**src/rtl/rv32_pkg.sv**
```systemverilog
// Shared RV32 definitions: branch opcode/funct3 codes and the redirect FSM state type.
package rv32_pkg;

    localparam logic [6:0] OPC_BRANCH = 7'b1100011;

    localparam logic [2:0] F3_BEQ  = 3'b000;
    localparam logic [2:0] F3_BNE  = 3'b001;
    localparam logic [2:0] F3_BLT  = 3'b100;
    localparam logic [2:0] F3_BGE  = 3'b101;
    localparam logic [2:0] F3_BLTU = 3'b110;
    localparam logic [2:0] F3_BGEU = 3'b111;

    localparam int unsigned BIMM_W = 12;

    typedef enum logic [1:0] {
        IDLE     = 2'd0,
        REDIRECT = 2'd1,
        DRAIN    = 2'd2
    } redir_state_t;

    // True when the opcode field names a conditional branch.
    function automatic logic is_branch_opc(input logic [6:0] opc);
        return opc == OPC_BRANCH;
    endfunction

endpackage

```
**src/rtl/branch_target_calc.sv**
```systemverilog
// Combinational branch target: pc + sext({imm,0}), plus a flag for non word-aligned targets.
module branch_target_calc
    import rv32_pkg::*;
#(
    parameter int unsigned XLEN = 32
) (
    input  logic [XLEN-1:0]   pc,
    input  logic [BIMM_W-1:0] imm,
    output logic [XLEN-1:0]   target,
    output logic              misalign
);

    localparam int unsigned OFF_W = BIMM_W + 1;

    logic [XLEN-1:0] offset;

    // imm holds bits [12:1]; bit 0 of a B-type offset is always zero.
    assign offset   = {{(XLEN-OFF_W){imm[BIMM_W-1]}}, imm, 1'b0};
    assign target   = pc + offset;
    assign misalign = |target[1:0];

endmodule

```
**src/rtl/branch_redirect_ctrl.sv**
```systemverilog
// Turns a resolved taken branch into a held PC redirect request plus wrong-path flushes,
// and keeps resolved/taken branch statistics.
module branch_redirect_ctrl
    import rv32_pkg::*;
#(
    parameter int unsigned XLEN         = 32,
    parameter int unsigned FLUSH_CYCLES = 1,
    parameter int unsigned CNT_W        = 32
) (
    input  logic              clk,
    input  logic              rst,
    input  logic              ex_valid,
    input  logic              ex_is_branch,
    input  logic              ex_taken,
    input  logic              stall_ex,
    input  logic [XLEN-1:0]   ex_pc,
    input  logic [11:0]       ex_imm,
    input  logic              redirect_ready,
    output logic              redirect_valid,
    output logic [XLEN-1:0]   redirect_pc,
    output logic              flush_ifid,
    output logic              flush_idex,
    output logic              misalign_err,
    output logic              busy,
    output logic [CNT_W-1:0]  branch_count,
    output logic [CNT_W-1:0]  taken_count
);

    localparam int unsigned DW = (FLUSH_CYCLES > 0) ? $clog2(FLUSH_CYCLES + 1) : 1;

    redir_state_t    state;
    logic [DW-1:0]   drain_cnt;
    logic [XLEN-1:0] target;
    logic            target_misalign;
    logic            resolve;

    branch_target_calc #(
        .XLEN (XLEN)
    ) u_target (
        .pc       (ex_pc),
        .imm      (ex_imm),
        .target   (target),
        .misalign (target_misalign)
    );

    assign resolve = ex_valid & ex_is_branch & ~stall_ex;

    // Redirect sequencing; branches seen outside IDLE are wrong-path and dropped.
    always_ff @(posedge clk) begin
        if (rst) begin
            state        <= IDLE;
            drain_cnt    <= '0;
            redirect_pc  <= '0;
            misalign_err <= 1'b0;
            branch_count <= '0;
            taken_count  <= '0;
        end else begin
            misalign_err <= 1'b0;
            case (state)
                IDLE: begin
                    if (resolve) begin
                        branch_count <= branch_count + CNT_W'(1);
                        if (ex_taken) begin
                            taken_count <= taken_count + CNT_W'(1);
                            if (target_misalign) begin
                                misalign_err <= 1'b1;
                            end else begin
                                redirect_pc <= target;
                                state       <= REDIRECT;
                            end
                        end
                    end
                end
                REDIRECT: begin
                    if (redirect_ready) begin
                        if (FLUSH_CYCLES == 0) begin
                            state <= IDLE;
                        end else begin
                            state     <= DRAIN;
                            drain_cnt <= DW'(FLUSH_CYCLES);
                        end
                    end
                end
                DRAIN: begin
                    // Extra IF/ID squash cycles cover instructions already in flight from IMEM.
                    if (drain_cnt <= DW'(1)) begin
                        state <= IDLE;
                    end else begin
                        drain_cnt <= drain_cnt - DW'(1);
                    end
                end
                default: state <= IDLE;
            endcase
        end
    end

    assign redirect_valid = (state == REDIRECT);
    assign flush_idex     = (state == REDIRECT);
    assign flush_ifid     = (state != IDLE);
    assign busy           = (state != IDLE);

endmodule

```
**config.mk**
```make
export PLATFORM = sky130hd
export DESIGN_NAME = branch_redirect_ctrl
export DESIGN_NICKNAME = d
export VERILOG_FILES = /design/src/rtl/rv32_pkg.sv /design/src/rtl/branch_target_calc.sv /design/src/rtl/branch_redirect_ctrl.sv
export SDC_FILE = /design/constraint.sdc
export NUM_CORES = 1
export LEC_CHECK = 0
export ABC_AREA = 1
export CAP_MARGIN = 20
export CORE_UTILIZATION = 52
export CTS_CLUSTER_SIZE = 10
export DETAILED_ROUTE_END_ITERATION = 6
export PLACE_DENSITY = 0.79
export SLEW_MARGIN = 5
export SYNTH_ARGS = -nofsm -noshare
export SYNTH_HDL_FRONTEND = slang
export SYNTH_SLANG_ARGS = --single-unit
```
**constraint.sdc**
```tcl
create_clock -name clk -period 1.84 [get_ports clk]
set_input_delay 0.184 -clock clk [delete_from_list [all_inputs] [get_ports clk]]
set_output_delay 0.184 -clock clk [all_outputs]
set_load 0.01 [all_outputs]
```
# == Word-level counts from Yosys, hierarchy flattened ==
# Cells that the tools add are included.
# totals
word_cells,46
output_inout_bits,101
ff_bits,100
input_bits,51
# op_classes
reduce_logical,10
n_bitwise,7
n_mux,10
n_addsub,4
magnitude_cmp,1
n_eq_ne,8
# op_table
operator,n
$add A32 B1 Y32 const B,2
$add A32 B32 Y32,1
$ne A2 B2 Y1 const B,6
$mux W2,5
$pmux W2 S3,1
$reduce_and A3 Y1,2
$not A1 Y1,5
$reduce_and A5 Y1,1
$reduce_and A4 Y1,1
$reduce_bool A2 Y1,2
$reduce_or A4 Y1,1
$mux W1,3
$and A1 B1 Y1,2
$eq A2 B1 Y1 const B,1
$eq A2 B2 Y1 const B,1
$logic_not A2 Y1,1
$pmux W1 S2,1
$reduce_and A2 Y1,1
$reduce_or A2 Y1,1
$le A1 B1 Y1 const B,1
$sub A1 B1 Y1 const B,1

# == Logic depth before layout (Yosys ltp) ==
# depth
ltp_word,6
depth_mapped,13
depth_no_buf,13

# == Modules after synthesis ==
# Synthesis repeated with hierarchy kept, for this count alone.
# hier_totals
cells_unflattened,1196
hier_area_um2,7106.8
# by_module_without_submodules
mod,n_inst,seq_area_each_um2,cells_each,area_each_um2
branch_redirect_ctrl,1,1981.9,731,4839.6
branch_target_calc,1,0.0,465,2267.2

# == Worst setup path before layout ==
# OpenSTA, ideal clock, no wires.
# synth_timing
kind,input to register
start,input port ex_pc[1]
end,register redirect_pc[21]
setup_time_ps,109
n_path_buf,0
cell_stages,12
setup_slack_ps,166
required_ps,1731
arrival_time_ps,1565
cell_sequence,ha_1 -> fa_1 -> nand3_1 -> nand3_1 -> nand3_1 -> nand3_1 -> nand3_1 -> nand2_1 -> nand2_1 -> nand3_1 -> nand2_1 -> inv_1
# synth_via
elab_chain_cells,4
# synth_rtl
item,line_no,source
from (decl),branch_redirect_ctrl.sv:16,"input logic [XLEN-1:0] ex_pc,"
$add A32 B32 Y32 (*),branch_target_calc.sv:19,assign target = pc + offset;
$reduce_or A2 Y1,branch_target_calc.sv:20,assign misalign = |target[1:0];
$not A1 Y1 (no line),-,
$reduce_and A4 Y1 (no line),-,
to (signal assigned),branch_redirect_ctrl.sv:68,redirect_pc <= target;
to (decl),branch_redirect_ctrl.sv:20,"output logic [XLEN-1:0] redirect_pc,"
# Every way passes the cells marked *; elsewhere a longest branch is shown, timed or not.
# A chain may end at the register's enable or synchronous reset.

# == Final worst setup path ==
# layout_timing
start,input port ex_imm[0]
end,register redirect_pc[23]
# layout_via
elab_chain_cells,4
# layout_rtl
item,line_no,source
from (decl),branch_redirect_ctrl.sv:17,"input logic [11:0] ex_imm,"
$add A32 B32 Y32 (*),branch_target_calc.sv:19,
$reduce_or A2 Y1,branch_target_calc.sv:20,
$not A1 Y1 (no line),-,
$reduce_and A4 Y1 (no line),-,
# Marks and branches as above.

==> impl_results.md <==
* Worst EP arrival at 1990 ps
* First-pass iteration count of the detailed router at 5
* Site Rows at 42
* Vias per Instance at 5.12
* Placed cell count at 1,613
* Ys async rst share at 0
* Slack of the critical path at 103 ps
* Worst Setup End Kind: flip-flop
* Hold Crit Class: in2reg
* Largest stage delay, worst path at 410 ps
* Area used by multi-input combinational logic at 4680 µm²
* Dpl hpwl at 17.2 mm
* Max-cap violations at 0
* Placed inst area at 9620 µm²
* Cell variety after synth at 38
* Synth warnings at 0
* Io pins at 152
* Finished Layout Cells at 1,630
* Via count at 8,338
* Yosys reg bits at 99
* Final setup violation count at 0
* Initial Util at 0.540
* Total GRT Usage at 0.309
* Final instance area at 10,200 µm²
* CP Class: in2reg
* Status: complete, no violations
* Mean Syn Cell Area at 5.96 µm²
* Worst Max-Slew Pin Slew at 417 ps
* Worst-case clock buffer depth at 2
* CP Launch Type: input pin
* CTS sink cnt at 99
* Hold Slack at 192 ps
* Die area at 14,400 µm²
* Layout fillers at 1,089
* Die Wd at 120 µm
* Core region area at 13,400 µm²
* Most common cell after layout, fill and taps aside: nand2_1
* Setup WS pre-CTS at -432 ps
* First-pass GRT wire length at 35.7 mm
* Clock latency on the worst-skew pair at 360 ps
* Critical path, cell by cell: clkdlybuf4s50_1 > ha_2 > fa_2 > buf_4 > nand2_1 > nand3_2 > nand2_1 > nand2_2 > nand2_1 > nand2_1 > nand2_1 > nand3_1 > nand2_1 > inv_1
* First DRT Iteration DRCs at 548
* Post-Route WL at 21.9 mm
* WP data required at 2100 ps
* Commonest cells after routing, fill and taps aside: nand2_1 (372), inv_1 (177), nor2_1 (173), clkdlybuf4s50_1 (148), dfxtp_1 (98)
* TritonCTS buffer count at 9
* Die Height at 120 µm
* H-tree Lvls at 3
* Fin nets at 1,533
* GPL Wtd Cong at 0.965
* Critical path's top delay family: simple AND/OR/NAND/NOR gates
* RSZ-0062 raised after global routing: yes
* Period minus WS final at 1740 ps
* FF/Latch Area at 1980 µm²
* Port Buf Inserts at 151
* Max Slew Vio Count at 0
* Post-DR wirelength/cell at 13.5 µm
* Slowest stage cell on the critical path: clkdlybuf4s50_1
* Syn-to-layout area delta at 41.1%
* Leakage power at 4.63 nW
* Synthesized Nets at 1,298
* Largest net degree at the start of global routing at 23
* Initial antenna violation count at 0
* Mapped cell area at 7240 µm²
* Post-CTS Hold Buffers at 0
* Clock Skew at 7.75 ps
* Vias in the first global route at 7,655
* VDD IR max at 0.000460 V
* Number of flops mapped to enable cells by yosys at 0
* CP Buf/Inv Count at 3
* Reg-to-reg slack, setup at 140 ps
* Final hold viol count at 0
* Layout cells sized above 1 at 0.135
* Cell mode on critical path: nand2_1
* CTS tree: done
* Post-Synthesis Cells at 1,214
* Top FF cell, synth: dfxtp_1
* Crit path max fanout at 3
* Fmax at 576 MHz
* DRT antenna net count at 0
* Final cycle utilization of the critical path at 0.944
* Final core occ at 0.762
* Congestion Overflow GR at 0
* # diodes at 0
* Sequential area share after synthesis at 0.274
* Power per cell area at 536 nW/µm²
* Clock transition at path regs at 70 ps
* # DRC at 0
* Max_slew headroom at 0.720
* Setup Buffers After CTS at 0
* Root buf cell: clkbuf_16
## stage by stage
step           TNS (ps)  power (W)
2_1_floorplan         0    0.00283
3_3_place_gp      -8800    0.00332
3_5_place_dp     -10010    0.00334
4_1_cts               0    0.00542
5_1_grt            -117    0.00572
6_report              0    0.00547
## final cells by class
class | count | area share
clock buffer | 12 | 0.0241
inverter | 188 | 0.0691
timing repair buffer | 246 | 0.225
sequential | 99 | 0.194
clock inverter | 4 | 0.00723
tap | 176 | 0.0216
multi-input combinational | 905 | 0.459
## power breakdown
group	internal [W]	switching (W)
registers	0.00216	0.0000121
logic	0.000569	0.000663
clock network	0.00123	0.000839
## flip-flops by register name, summed over array words and instances, names as in the netlist
register	flops
branch_count	32
misalign_err	1
redirect_pc	32
state	2
taken_count	32
## cells in the mapped netlist (11+ instances only)
| master | count | area [µm²] |
|---|---|---|
| ha_1 | 32 | 400 |
| nand2_1 | 380 | 1430 |
| xnor2_1 | 12 | 105 |
| nor2_1 | 185 | 694 |
| dfxtp_1 | 99 | 1980 |
| nand3_1 | 61 | 305 |
| a21oi_1 | 75 | 375 |
| nor3_1 | 28 | 140 |
| inv_1 | 179 | 672 |
| xor2_1 | 28 | 245 |
| clkbuf_1 | 11 | 41.3 |
| o21ai_0 | 30 | 150 |
| nand4_1 | 17 | 106 |
## worst reg2reg max path, cell delays in order (launching register included)
cell	delay, ps
dfxtp_1	420
nand2_1	100
nor3_1	340
nand3_2	200
nor3_4	210
nand3_2	100
xor2_1	170
nor2_1	60
## worst paths after layout
kind	startpoint	endpoint	cells after the start
max	ex_imm[0]	redirect_pc[23]	14
min	rst	branch_count[12]	2
max reg2reg	branch_count[4]	branch_count[24]	7
min reg2reg	redirect_pc[1]	redirect_pc[1]	2
## timing repair
action	in CTS	in global routing
gates resized for setup	14	40
pin swaps	2	6
gates cloned	1	0
setup endpoints to repair	13	27
## kinds of logic (layout without fill, tap and decap cells)
logic type / Yosys count / after routing / synth area share
buffers and inverters: 210 / 450 / 0.111
AOI/OAI and AO/OA: 121 / 121 / 0.0878
adders and majority gates: 33 / 33 / 0.0581
xor gates and xnor gates: 40 / 40 / 0.0484
and+or+nand+nor: 711 / 711 / 0.421
DFF: 99 / 99 / 0.274
## layer usage
metal / vias to the layer above / share of wire / routed length (µm) / track usage
li1: 4256 / - / - / -
met1: 3762 / 0.45 / 9840 / 0.399
met2: 281 / 0.48 / 10600 / 0.523
met3: 39 / 0.044 / 959 / 0.0413
met4: 0 / 0.026 / 576 / 0.106
met5: - / 0 / 0 / 0
Power figures use the tool's default switching activity.
